<file path="src/rtl/servo_pkg.sv">
// Shared constants and types for the servo hold timer.
// Covers register addresses, duty codes, the state type and the open-duty clamp.
package servo_pkg;

  localparam logic [31:0] DUTY_ADDR   = 32'h0000_1000;
  localparam logic [31:0] HOLD_ADDR   = 32'h0000_1004;
  localparam logic [31:0] STATUS_ADDR = 32'h0000_1008;

  localparam logic [9:0] CLOSED_DUTY       = 10'd40;
  localparam logic [9:0] DEFAULT_OPEN_DUTY = 10'd112;
  localparam logic [9:0] MIN_DUTY          = 10'd25;
  localparam logic [9:0] MAX_DUTY          = 10'd125;

  typedef enum logic [0:0] {
    CLOSED = 1'b0,
    OPEN   = 1'b1
  } state_e;

  // Full 16-bit unsigned compare, so large writes saturate rather than alias.
  function automatic logic [9:0] clamp_duty(input logic [15:0] v);
    if (v < {6'd0, MIN_DUTY})      return MIN_DUTY;
    else if (v > {6'd0, MAX_DUTY}) return MAX_DUTY;
    else                           return v[9:0];
  endfunction

endpackage

</file>
<file path="src/rtl/servo_hold_timer_if.sv">
// CPU-side memory-mapped bus into the servo hold timer.
interface servo_hold_timer_if;
  logic        mem_wren;
  logic [31:0] mem_addr;
  logic [31:0] mem_data_in;
  logic [31:0] status_rdata;

  modport master (output mem_wren, mem_addr, mem_data_in, input  status_rdata);
  modport slave  (input  mem_wren, mem_addr, mem_data_in, output status_rdata);
endinterface

</file>
<file path="src/rtl/strobe_divider.sv">
// Free-running 0..PERIOD-1 counter emitting a 1-cycle strobe on its last count.
module strobe_divider #(
  parameter int PERIOD = 10
) (
  input  logic clk,
  input  logic reset_n,
  input  logic clr_i,
  output logic stb_o
);
  localparam int CW = (PERIOD > 1) ? $clog2(PERIOD) : 1;

  logic [CW-1:0] cnt_q, cnt_d;

  assign stb_o = (cnt_q == CW'(PERIOD - 1));

  always_comb begin
    cnt_d = cnt_q + 1'b1;
    if (clr_i || stb_o) cnt_d = '0;
  end

  always_ff @(posedge clk or negedge reset_n) begin
    if (!reset_n) cnt_q <= '0;
    else          cnt_q <= cnt_d;
  end
endmodule

</file>
<file path="src/rtl/servo_hold_timer.sv">
// Holds a CPU-programmed open duty for N ms, then reverts to the closed duty.
// Output duty changes only on PWM frame boundaries.
module servo_hold_timer
  import servo_pkg::*;
#(
  parameter int TICK_CYCLES  = 50000,
  parameter int FRAME_CYCLES = 1000000
) (
  input  logic                     clk,
  input  logic                     reset_n,
  servo_hold_timer_if.slave        bus,
  output logic [9:0]               duty_cycle,
  output logic                     busy
);

  state_e      state_q, state_d;
  logic [15:0] rem_q, rem_d;
  logic [9:0]  open_q, open_d;
  logic [9:0]  duty_q;
  logic        busy_q;
  logic [31:0] status_q, status_d;

  logic        duty_wr, hold_wr, status_rd;
  logic [15:0] hold_val;
  logic        tick, frame_stb;
  logic        unused_hi;

  assign duty_wr   = bus.mem_wren  && (bus.mem_addr == DUTY_ADDR);
  assign hold_wr   = bus.mem_wren  && (bus.mem_addr == HOLD_ADDR);
  assign status_rd = !bus.mem_wren && (bus.mem_addr == STATUS_ADDR);
  assign hold_val  = bus.mem_data_in[15:0];
  assign unused_hi = ^bus.mem_data_in[31:16];

  // Restarting the ms tick on every hold write makes expiry exactly N ticks later.
  strobe_divider #(.PERIOD(TICK_CYCLES)) u_tick (
    .clk     (clk),
    .reset_n (reset_n),
    .clr_i   (hold_wr),
    .stb_o   (tick)
  );

  strobe_divider #(.PERIOD(FRAME_CYCLES)) u_frame (
    .clk     (clk),
    .reset_n (reset_n),
    .clr_i   (1'b0),
    .stb_o   (frame_stb)
  );

  always_comb begin
    state_d = state_q;
    rem_d   = rem_q;
    open_d  = open_q;
    if (duty_wr) open_d = clamp_duty(hold_val);
    if (hold_wr) begin
      if (hold_val != 16'd0) begin
        rem_d   = hold_val;
        state_d = OPEN;
      end else begin
        rem_d   = '0;
        state_d = CLOSED;
      end
    end else if (state_q == OPEN && tick) begin
      if (rem_q <= 16'd1) begin
        rem_d   = '0;
        state_d = CLOSED;
      end else begin
        rem_d   = rem_q - 16'd1;
      end
    end
  end

  assign status_d = status_rd ? {(state_d == OPEN), 15'd0, rem_d} : 32'd0;

  always_ff @(posedge clk or negedge reset_n) begin
    if (!reset_n) begin
      state_q  <= CLOSED;
      rem_q    <= '0;
      open_q   <= DEFAULT_OPEN_DUTY;
      duty_q   <= CLOSED_DUTY;
      busy_q   <= 1'b0;
      status_q <= '0;
    end else begin
      state_q  <= state_d;
      rem_q    <= rem_d;
      open_q   <= open_d;
      busy_q   <= (state_d == OPEN);
      status_q <= status_d;
      // Frame samples pre-edge state, so a same-cycle duty write lands next frame.
      if (frame_stb) duty_q <= (state_q == OPEN) ? open_q : CLOSED_DUTY;
    end
  end

  assign duty_cycle       = duty_q;
  assign busy             = busy_q;
  assign bus.status_rdata = status_q;

endmodule

</file>
<file path="src/flat_wrapper.sv">
// flat-port wrapper written by rule: the top's interface ports become plain ports
module servo_hold_timer_flat import servo_pkg::*;
#(
  parameter int TICK_CYCLES  = 50000,
  parameter int FRAME_CYCLES = 1000000
)
  (clk, reset_n, duty_cycle, busy, bus_mem_wren, bus_mem_addr, bus_mem_data_in, bus_status_rdata);
  servo_hold_timer_if bus_i ();
  input  logic clk;
  input  logic reset_n;
  output logic [9:0] duty_cycle;
  output logic busy;
  input wire logic [$bits(bus_i.mem_wren)-1:0] bus_mem_wren;
  input wire logic [$bits(bus_i.mem_addr)-1:0] bus_mem_addr;
  input wire logic [$bits(bus_i.mem_data_in)-1:0] bus_mem_data_in;
  output wire logic [$bits(bus_i.status_rdata)-1:0] bus_status_rdata;
  assign bus_i.mem_wren = bus_mem_wren;
  assign bus_i.mem_addr = bus_mem_addr;
  assign bus_i.mem_data_in = bus_mem_data_in;
  assign bus_status_rdata = bus_i.status_rdata;
  servo_hold_timer #(.TICK_CYCLES(TICK_CYCLES), .FRAME_CYCLES(FRAME_CYCLES)) u_core (.clk(clk), .reset_n(reset_n), .bus(bus_i), .duty_cycle(duty_cycle), .busy(busy));
endmodule
</file>
<file path="config.mk">
export PLATFORM = sky130hd
export DESIGN_NAME = servo_hold_timer_flat
export DESIGN_NICKNAME = d
export VERILOG_FILES = /design/src/rtl/servo_pkg.sv /design/src/rtl/servo_hold_timer_if.sv /design/src/rtl/strobe_divider.sv /design/src/rtl/servo_hold_timer.sv /design/src/flat_wrapper.sv
export SDC_FILE = /design/constraint.sdc
export NUM_CORES = 1
export LEC_CHECK = 0
export BUFFER_PORTS_ARGS = -buffer_cell sky130_fd_sc_hd__buf_2
export CAP_MARGIN = 20
export CORE_MARGIN = 2
export CORE_UTILIZATION = 48
export DETAILED_ROUTE_END_ITERATION = 16
export PLACE_DENSITY = 0.75
export SYNTH_ARGS = -nofsm -noshare
export SYNTH_HDL_FRONTEND = slang
export SYNTH_SLANG_ARGS = --single-unit
</file>
<file path="constraint.sdc">
create_clock -name clk -period 2.25 [get_ports clk]
set_clock_uncertainty 0.15 [all_clocks]
set_input_delay 0.225 -clock clk [delete_from_list [all_inputs] [get_ports clk]]
set_output_delay 0.225 -clock clk [all_outputs]
set_load 0.02 [all_outputs]
</file>
# ---- Word-level counts from Yosys, hierarchy flattened
# Index checks and enable logic that the tools add are counted.
dict set report totals {
  register_bits 105
  inputBits 67
  output_inout_bits 43
  word_cells 39
}
dict set report classes {
  addsub 3
  magnitude_cmp 3
  eq_ne 5
  muxes 14
  n_reduce_logical 7
}
# cell count
set op_table {}
lappend op_table {{$eq 32x13->1 const B} 3}
lappend op_table {{$mux 16} 5}
lappend op_table {{$mux 32} 1}
lappend op_table {{$mux 10} 3}
lappend op_table {{$add 20x1->20 const B} 1}
lappend op_table {{$eq 20x20->1 const B} 1}
lappend op_table {{$mux 20} 1}
lappend op_table {{$add 16x1->16 const B} 1}
lappend op_table {{$eq 16x16->1 const B} 1}
lappend op_table {{$gt 16x7->1 const B} 1}
lappend op_table {{$le 16x1->1 const B} 1}
lappend op_table {{$lt 16x5->1 const B} 1}
lappend op_table {{$reduce_bool 16->1} 1}
lappend op_table {{$sub 16x1->16 const B} 1}
lappend op_table {{$logic_and 1x1->1} 4}
lappend op_table {{$mux 1} 4}
lappend op_table {{$logic_not 1->1} 1}
lappend op_table {{$logic_or 1x1->1} 1}

# ---- Longest topological paths before layout
dict set report logic_depth {
  depth_word 5
  mapped_depth 8
  depth_no_buf 7
}

# ---- Modules after synthesis
# A second synthesis with hierarchy kept.
dict set report unflattened {
  cells_unflattened 470
  area_unflattened_um2 4615.7
}
# module instances cells_each area_each_um2 seq_area_each_um2
set by_module_without_submodules {}
lappend by_module_without_submodules {servo_hold_timer 1 285 2802.7 1357.6}
lappend by_module_without_submodules {{strobe_divider at u_core.u_frame} 1 105 1021.0 500.5}
lappend by_module_without_submodules {{strobe_divider at u_core.u_tick} 1 80 792.0 400.4}

# ---- Worst setup path before layout
# OpenSTA, ideal clock, no wires.
dict set report synth_path {
  kind {reg2reg}
  from {register u_core.u_tick.cnt_q[11]}
  to {register u_core.rem_q[15]}
  setup_ps 128
  t_arrival_ps 2079
  t_required_ps 1972
  setup_slack_ps -107
  stages_incl_launch_ff 8
  n_path_buf 1
  synth_period_minus_slack_ps 2357
  cell_sequence {dfrtp_1 -> or4b_4 -> nor4_4 -> buf_6 -> nand2_4 -> nor3b_2 -> xnor2_1 -> o21ai_1}
}
dict set report synth_via {
  elab_chain_len 4
}
# item line
set synth_rtl {}
lappend synth_rtl {{start: declaration} strobe_divider.sv:12} ;# logic [CW-1:0] cnt_q, cnt_d;
lappend synth_rtl {{start signal: assignment} strobe_divider.sv:23} ;# else cnt_q <= cnt_d;
lappend synth_rtl {{$eq 16x16->1} strobe_divider.sv:14} ;# assign stb_o = (cnt_q == CW'(PERIOD - 1));
lappend synth_rtl {{$logic_and 1x1->1} servo_hold_timer.sv:62} ;# end else if (state_q == OPEN && tick) begin
lappend synth_rtl {{$mux 16} servo_hold_timer.sv:62}
lappend synth_rtl {{$mux 16} servo_hold_timer.sv:54} ;# if (hold_wr) begin
lappend synth_rtl {{via u_core.rem_d[15]} servo_hold_timer.sv:17} ;# logic [15:0] rem_q, rem_d;
lappend synth_rtl {{end signal: assignment} servo_hold_timer.sv:84} ;# rem_q <= rem_d;
lappend synth_rtl {{end: declaration} servo_hold_timer.sv:17}
# The timed path passes the listed nets, and every way through them passes these cells.
# A chain may end at the register's enable or synchronous reset.

# ---- Worst setup path after layout
dict set report layout_path {
  from {register u_core.u_tick.cnt_q[5]}
  to {register u_core.status_q[13], in the netlist u_core.bus.status_rdata[13]}
}
dict set report layout_via {
  elab_chain_len 5
}
# item line
set layout_rtl {}
lappend layout_rtl {{$eq 16x16->1} strobe_divider.sv:14}
lappend layout_rtl {{$logic_and 1x1->1} servo_hold_timer.sv:62}
lappend layout_rtl {{$mux 16} servo_hold_timer.sv:62}
lappend layout_rtl {{$mux 16} servo_hold_timer.sv:54}
lappend layout_rtl {{via u_core.rem_d[13]} servo_hold_timer.sv:17}
lappend layout_rtl {{$mux 32} servo_hold_timer.sv:72} ;# assign status_d = status_rd ? {(state_d == OPEN), 15'd0, rem_d} : 32'd0;
lappend layout_rtl {{via u_core.status_d[13]} servo_hold_timer.sv:21} ;# logic [31:0] status_q, status_d;
lappend layout_rtl {{end signal: assignment} servo_hold_timer.sv:87} ;# status_q <= status_d;
lappend layout_rtl {{end: declaration} servo_hold_timer.sv:21}
# The timed path passes the listed nets, and every way through them passes these cells.

==> qor_table.md <==
| Step | Quantity | Value |
|---|---|---|
| detailed routing | Antenna Nets Post-Route | 0 |
| worst setup path | Startpoint Class | flip-flop |
| cells and area | Register Area | 2260 um^2 |
| place | Estimated wirelength of the detail-placed design | 7.27 mm |
| synth | Area fraction in compound gates after synthesis | 6.02% |
| sta | Worst-margin pin slew | 0.558 ns |
| worst setup path | Category of cells accounting for the largest share of critical-path delay | simple AND/OR/NAND/NOR gates |
| sta | Final-report max-slew violation count | 0 |
| clock network | CTS Buffer Depth | 2 |
| min path | Hold Path Sink | u_core.rem_q[1]$_DFF_PN0_ |
| global route | Global-route wire length before repair | 16.5 mm |
| die | Die outline area | 9640 um^2 |
| synth | Sequential area share after synthesis | 53.0% |
| worst setup path | Worst path bufs/invs | 2 |
| synth | Synth warnings | 0 |
| synth | Yosys top cell by area | sky130_fd_sc_hd__dfrtp_1 |
| cells and area | Post-route cell area | 5530 um^2 |
| worst setup path | Launch point of the worst reg-to-reg path | u_core.u_tick.cnt_q[5]$_DFF_PN0_ |
| worst setup path | RR Endpoint | u_core.bus.status_rdata[13]$_DFF_PN0_ |
| synth | Area share of the leading cell type in the synthesized netlist | 50.0% |
| synth | Dominant synthesized flop cell | sky130_fd_sc_hd__dfrtp_1 |
| cells and area | Multi-input gate area in the final layout | 1990 um^2 |
| min path | Kind of path behind the tightest hold check | in2reg |
| global route | Most Used Layer, Global Route | met2 |
| clock network | Maximum level of the CTS H-tree | 3 |
| global route | Pin count of the biggest net entering global routing | 56 |
| cells and area | Synth-to-Final Area Change | 29.8% |
| sta | Final critical-path share of the clock period | 109% |
| synth | Combinational family with the most area after synthesis | simple AND/OR/NAND/NOR gates |
| die | Height of the chip | 98.2 um |
| synth | Leading cell types by count after synthesis | 85 x sky130_fd_sc_hd__dfrtp_1, 53 x sky130_fd_sc_hd__nor2_1, 42 x sky130_fd_sc_hd__nand2_1 |
| global route | Via count of the first global-routing pass | 3,496 |
| die | Ports placed on the boundary | 110 |
| cells and area | Fillers | 690 |
| detailed routing | Length of the first detailed-routing pass in iterations | 4 |
| detailed routing | Vias/cell | 5.33 |
| cells and area | Ratio of cells with drive above 1 in the final layout | 30.9% |
| sta | Headroom to the max-slew limit | 62.5% |
| synth | Mux cell area share after synthesis | 0.264% |
| worst setup path | Library cell contributing the largest single delay on the critical path | sky130_fd_sc_hd__or4b_4 |
| synth | Cells after synthesis | 423 |
| min path | Worst min-delay path startpoint | bus_mem_data_in[1] |
| synth | Number of library cell types mapped by synthesis | 49 |
| synth | Synthesized-area fraction occupied by xor and xnor cells | 9.26% |
| global route | Global Route met3 Usage | 4.51% |
| synth | Adder-cell share of the synthesized area | 1.18% |
| synth | Post-synth EDFFs | 0 |
| sta | Peak clock frequency supported by timing | 0.409 GHz |
| global route | Global routing usage on met1 | 28.9% |
| worst setup path | CP Cell Sequence | or4b_4 -> nor4_4 -> buf_4 -> buf_12 -> nand4b_1 -> xor2_1 -> o2bb2ai_2 -> and2_1 |
| cells and area | Total Nets Final | 625 |
| clock network | Skew-Pair Late Insertion Delay | 0.37 ns |
| synth | Post-synthesis simple-gate area fraction | 25.5% |
| pwr | Leakage | 2.71 nW |
| die | Num rows | 34 |
| synth | Synthesized area | 4260 um^2 |
| global route | Met2 layer usage reported by global route | 35.3% |
| detailed routing | DR iter-0 viols | 129 |
| clock network | Clock slew seen by the registers of the worst setup and hold paths | 0.08 ns |
| pwr | Power Dens Cells | 543 nW/um^2 |
| synth | Cell types with the largest area share after synthesis | sky130_fd_sc_hd__dfrtp_1 50%, sky130_fd_sc_hd__xor2_1 5.6%, sky130_fd_sc_hd__nor2_1 4.7% |
| place | Final estimated routing congestion in global placement | 0.895 |
| clock network | Clock Root Buffer | sky130_fd_sc_hd__clkbuf_8 |
| sta | Crit path time final | 2.45 ns |
| worst setup path | Slowest cell delay on critical path | 0.59 ns |
| worst setup path | Critical Path Sink Type | flip-flop |
| worst setup path | R2r worst-path depth | 8 |
| place | Number of input and output port buffers inserted | 78 |
| status | Run status | complete, but fails checks |
| cells and area | Diodes inserted | 0 |
| worst setup path | Startpoint-to-endpoint class of the critical path | reg2reg |
| detailed routing | Vias after detailed routing | 3,558 |
| die | Die X-Extent | 98.2 um |
| min path | Hold path depth | 3 |
| status | Violations in the final reports | setup timing |
| sta | Worst hold margin | 0.00983 ns |
| global route | Leftover overflow at the end of global routing | 0 |
| detailed routing | Post-DR wirelength/cell | 15.9 um |
| clock network | Number of clock sinks | 90 |
| worst setup path | Arrival time at the worst endpoint | 2.56 ns |
| detailed routing | Total Routed Length | 10.6 mm |
| synth | Most common cell in the synthesized netlist | sky130_fd_sc_hd__dfrtp_1 |
| clock network | Clock buffers created by TritonCTS | 9 |
| place | Placed inst area | 4960 um^2 |
| sta | Setup repair after global routing missed its margin | true |
| pwr | IR drop worst, VDD | 343 uV |
| sta | Final hold violation count | 0 |
| run | Max-capacitance violation count | 0 |
| synth | Number of storage elements in the synthesis netlist | 90 |
| synth | Ys async rst share | 100% |
| worst setup path | Largest driver fanout on the critical path | 7 |
| worst setup path | Critical path depth in cells | 8 |
| sta | Setup violation total in the final timing report | 25 |
| clock network | Clock tree from TritonCTS | built |
| global route | Combined global-route utilization of all metal layers | 21.5% |
| sta | PnR worst setup slack | -0.197 ns |
| die | Initial standard-cell utilization of the core | 49.1% |
| die | Area of the core | 8680 um^2 |
| global route | Antenna violations before repair | 0 |
| worst setup path | R2R setup slack | -0.20 ns |
| synth | Synthesized area per cell | 10.1 um^2 |
| worst setup path | Critical path required time | 2.36 ns |
| detailed routing | Number of design rule violations left after detail routing | 0 |
[metal layers]
layer,vias to the layer above,wire (um)
met5,-,0
met4,0,159
met3,17,521
met2,103,5290
met1,1749,4620
li1,1689,-
[power breakdown]
part / switching, mW / internal, mW
registers: 0.000000590 / 1.62
logic: 0.0868 / 0.0518
clock network: 0.560 / 0.687
[flip-flops by register name, indices dropped and copies added, names as in the netlist]
name / count
u_core.u_frame.cnt_q: 20
u_core.bus.status_rdata: 17
u_core.rem_q: 16
u_core.u_tick.cnt_q: 16
u_core.duty_cycle: 10
u_core.open_q: 10
u_core.state_q: 1
[repair_timing]
item | CTS | global route
pin swaps | 4 | 19
hold buffers | 8 | 2
endpoints found under the hold margin | 42 | 2
setup endpoints to repair | 22 | 29
setup buffers | 1 | 8
gates resized for setup | 10 | 19
cloned | 0 | 1
[area by class of cell]
class / instances / area share [%]
Tap cell: 108 / 2.45
Clock buffer: 12 / 2.81
Sequential cell: 90 / 40.9
Inverter: 8 / 0.543
Clock inverter: 4 / 1.34
Multi-Input combinational cell: 312 / 36.0
Timing Repair Buffer: 133 / 16.0
[kinds of logic (layout without fill, tap and decap cells)]
| group | after synthesis | in the layout |
|---|---|---|
| muxes | 1 | 1 |
| DFF | 90 | 90 |
| buffers and inverters | 35 | 157 |
| xor gates and xnor gates | 45 | 45 |
| and+or+nand+nor | 206 | 206 |
| AOI/OAI and AO/OA | 41 | 41 |
| adders and majority gates | 4 | 4 |
| other | 1 | 15 |
[worst reg2reg max path: cells and delay by family, from the launching register on]
family	cells	cell delay (ns)
AO/OA/AOI/OAI	1	0.10
XOR/XNOR	1	0.25
buffers and inverters	2	0.31
flip-flops	1	0.38
AND/OR/NAND/NOR	4	1.16
[how the worst max path moves through the flow]
stage | start | to | slack [ns]
after global placement | u_core.u_tick.cnt_q[5]$_DFF_PN0_ | u_core.bus.status_rdata[9]$_DFF_PN0_ | -0.12
after global routing | u_core.u_tick.cnt_q[5]$_DFF_PN0_ | u_core.bus.status_rdata[13]$_DFF_PN0_ | -0.26
after floorplan | u_core.u_tick.cnt_q[13]$_DFF_PN0_ | u_core.rem_q[15]$_DFF_PN0_ | -0.06
final | u_core.u_tick.cnt_q[5]$_DFF_PN0_ | u_core.bus.status_rdata[13]$_DFF_PN0_ | -0.20
after detailed placement | u_core.u_tick.cnt_q[5]$_DFF_PN0_ | u_core.bus.status_rdata[9]$_DFF_PN0_ | -0.14
after CTS | u_core.u_tick.cnt_q[13]$_DFF_PN0_ | u_core.bus.status_rdata[13]$_DFF_PN0_ | -0.11
[through the flow]
stage	std cells	setup slack [ns]	util, %	total power [mW]	setup TNS (ns)
after CTS	656	-0.113	61.3	3.02	-1.22
after floorplan	437	-0.0630	-	1.70	-0.297
after global routing	667	-0.264	63.7	3.11	-3.56
after global placement	631	-0.117	57.2	1.77	-1.07
after detailed placement	631	-0.143	57.2	1.77	-1.46
final	667	-0.197	63.7	3.00	-2.09
[layout by cell type, fill, tap and decap left out, types with 3 or more instances in the layout]
cell type and n:
sky130_fd_sc_hd__dfrtp_1 85, sky130_fd_sc_hd__buf_2 77, sky130_fd_sc_hd__nor2_1 52, sky130_fd_sc_hd__nand2_1 41, sky130_fd_sc_hd__buf_4 40, sky130_fd_sc_hd__xor2_1 25, sky130_fd_sc_hd__nand3_1 24, sky130_fd_sc_hd__xnor2_1 17
sky130_fd_sc_hd__conb_1 15, sky130_fd_sc_hd__nor3_1 14, sky130_fd_sc_hd__and2_1 14, sky130_fd_sc_hd__clkbuf_8 11, sky130_fd_sc_hd__dlygate4sd3_1 10, sky130_fd_sc_hd__nor4_1 9, sky130_fd_sc_hd__o21ai_0 9, sky130_fd_sc_hd__a21oi_1 9
sky130_fd_sc_hd__inv_1 8, sky130_fd_sc_hd__nand4_1 8, sky130_fd_sc_hd__and3_1 8, sky130_fd_sc_hd__o2bb2ai_2 6, sky130_fd_sc_hd__dfstp_2 5, sky130_fd_sc_hd__o21ai_1 4, sky130_fd_sc_hd__nor2b_1 4, sky130_fd_sc_hd__ha_1 4
sky130_fd_sc_hd__nand4b_1 3, sky130_fd_sc_hd__nand3b_1 3, sky130_fd_sc_hd__buf_6 3
Power figures use the tool's default switching activity.
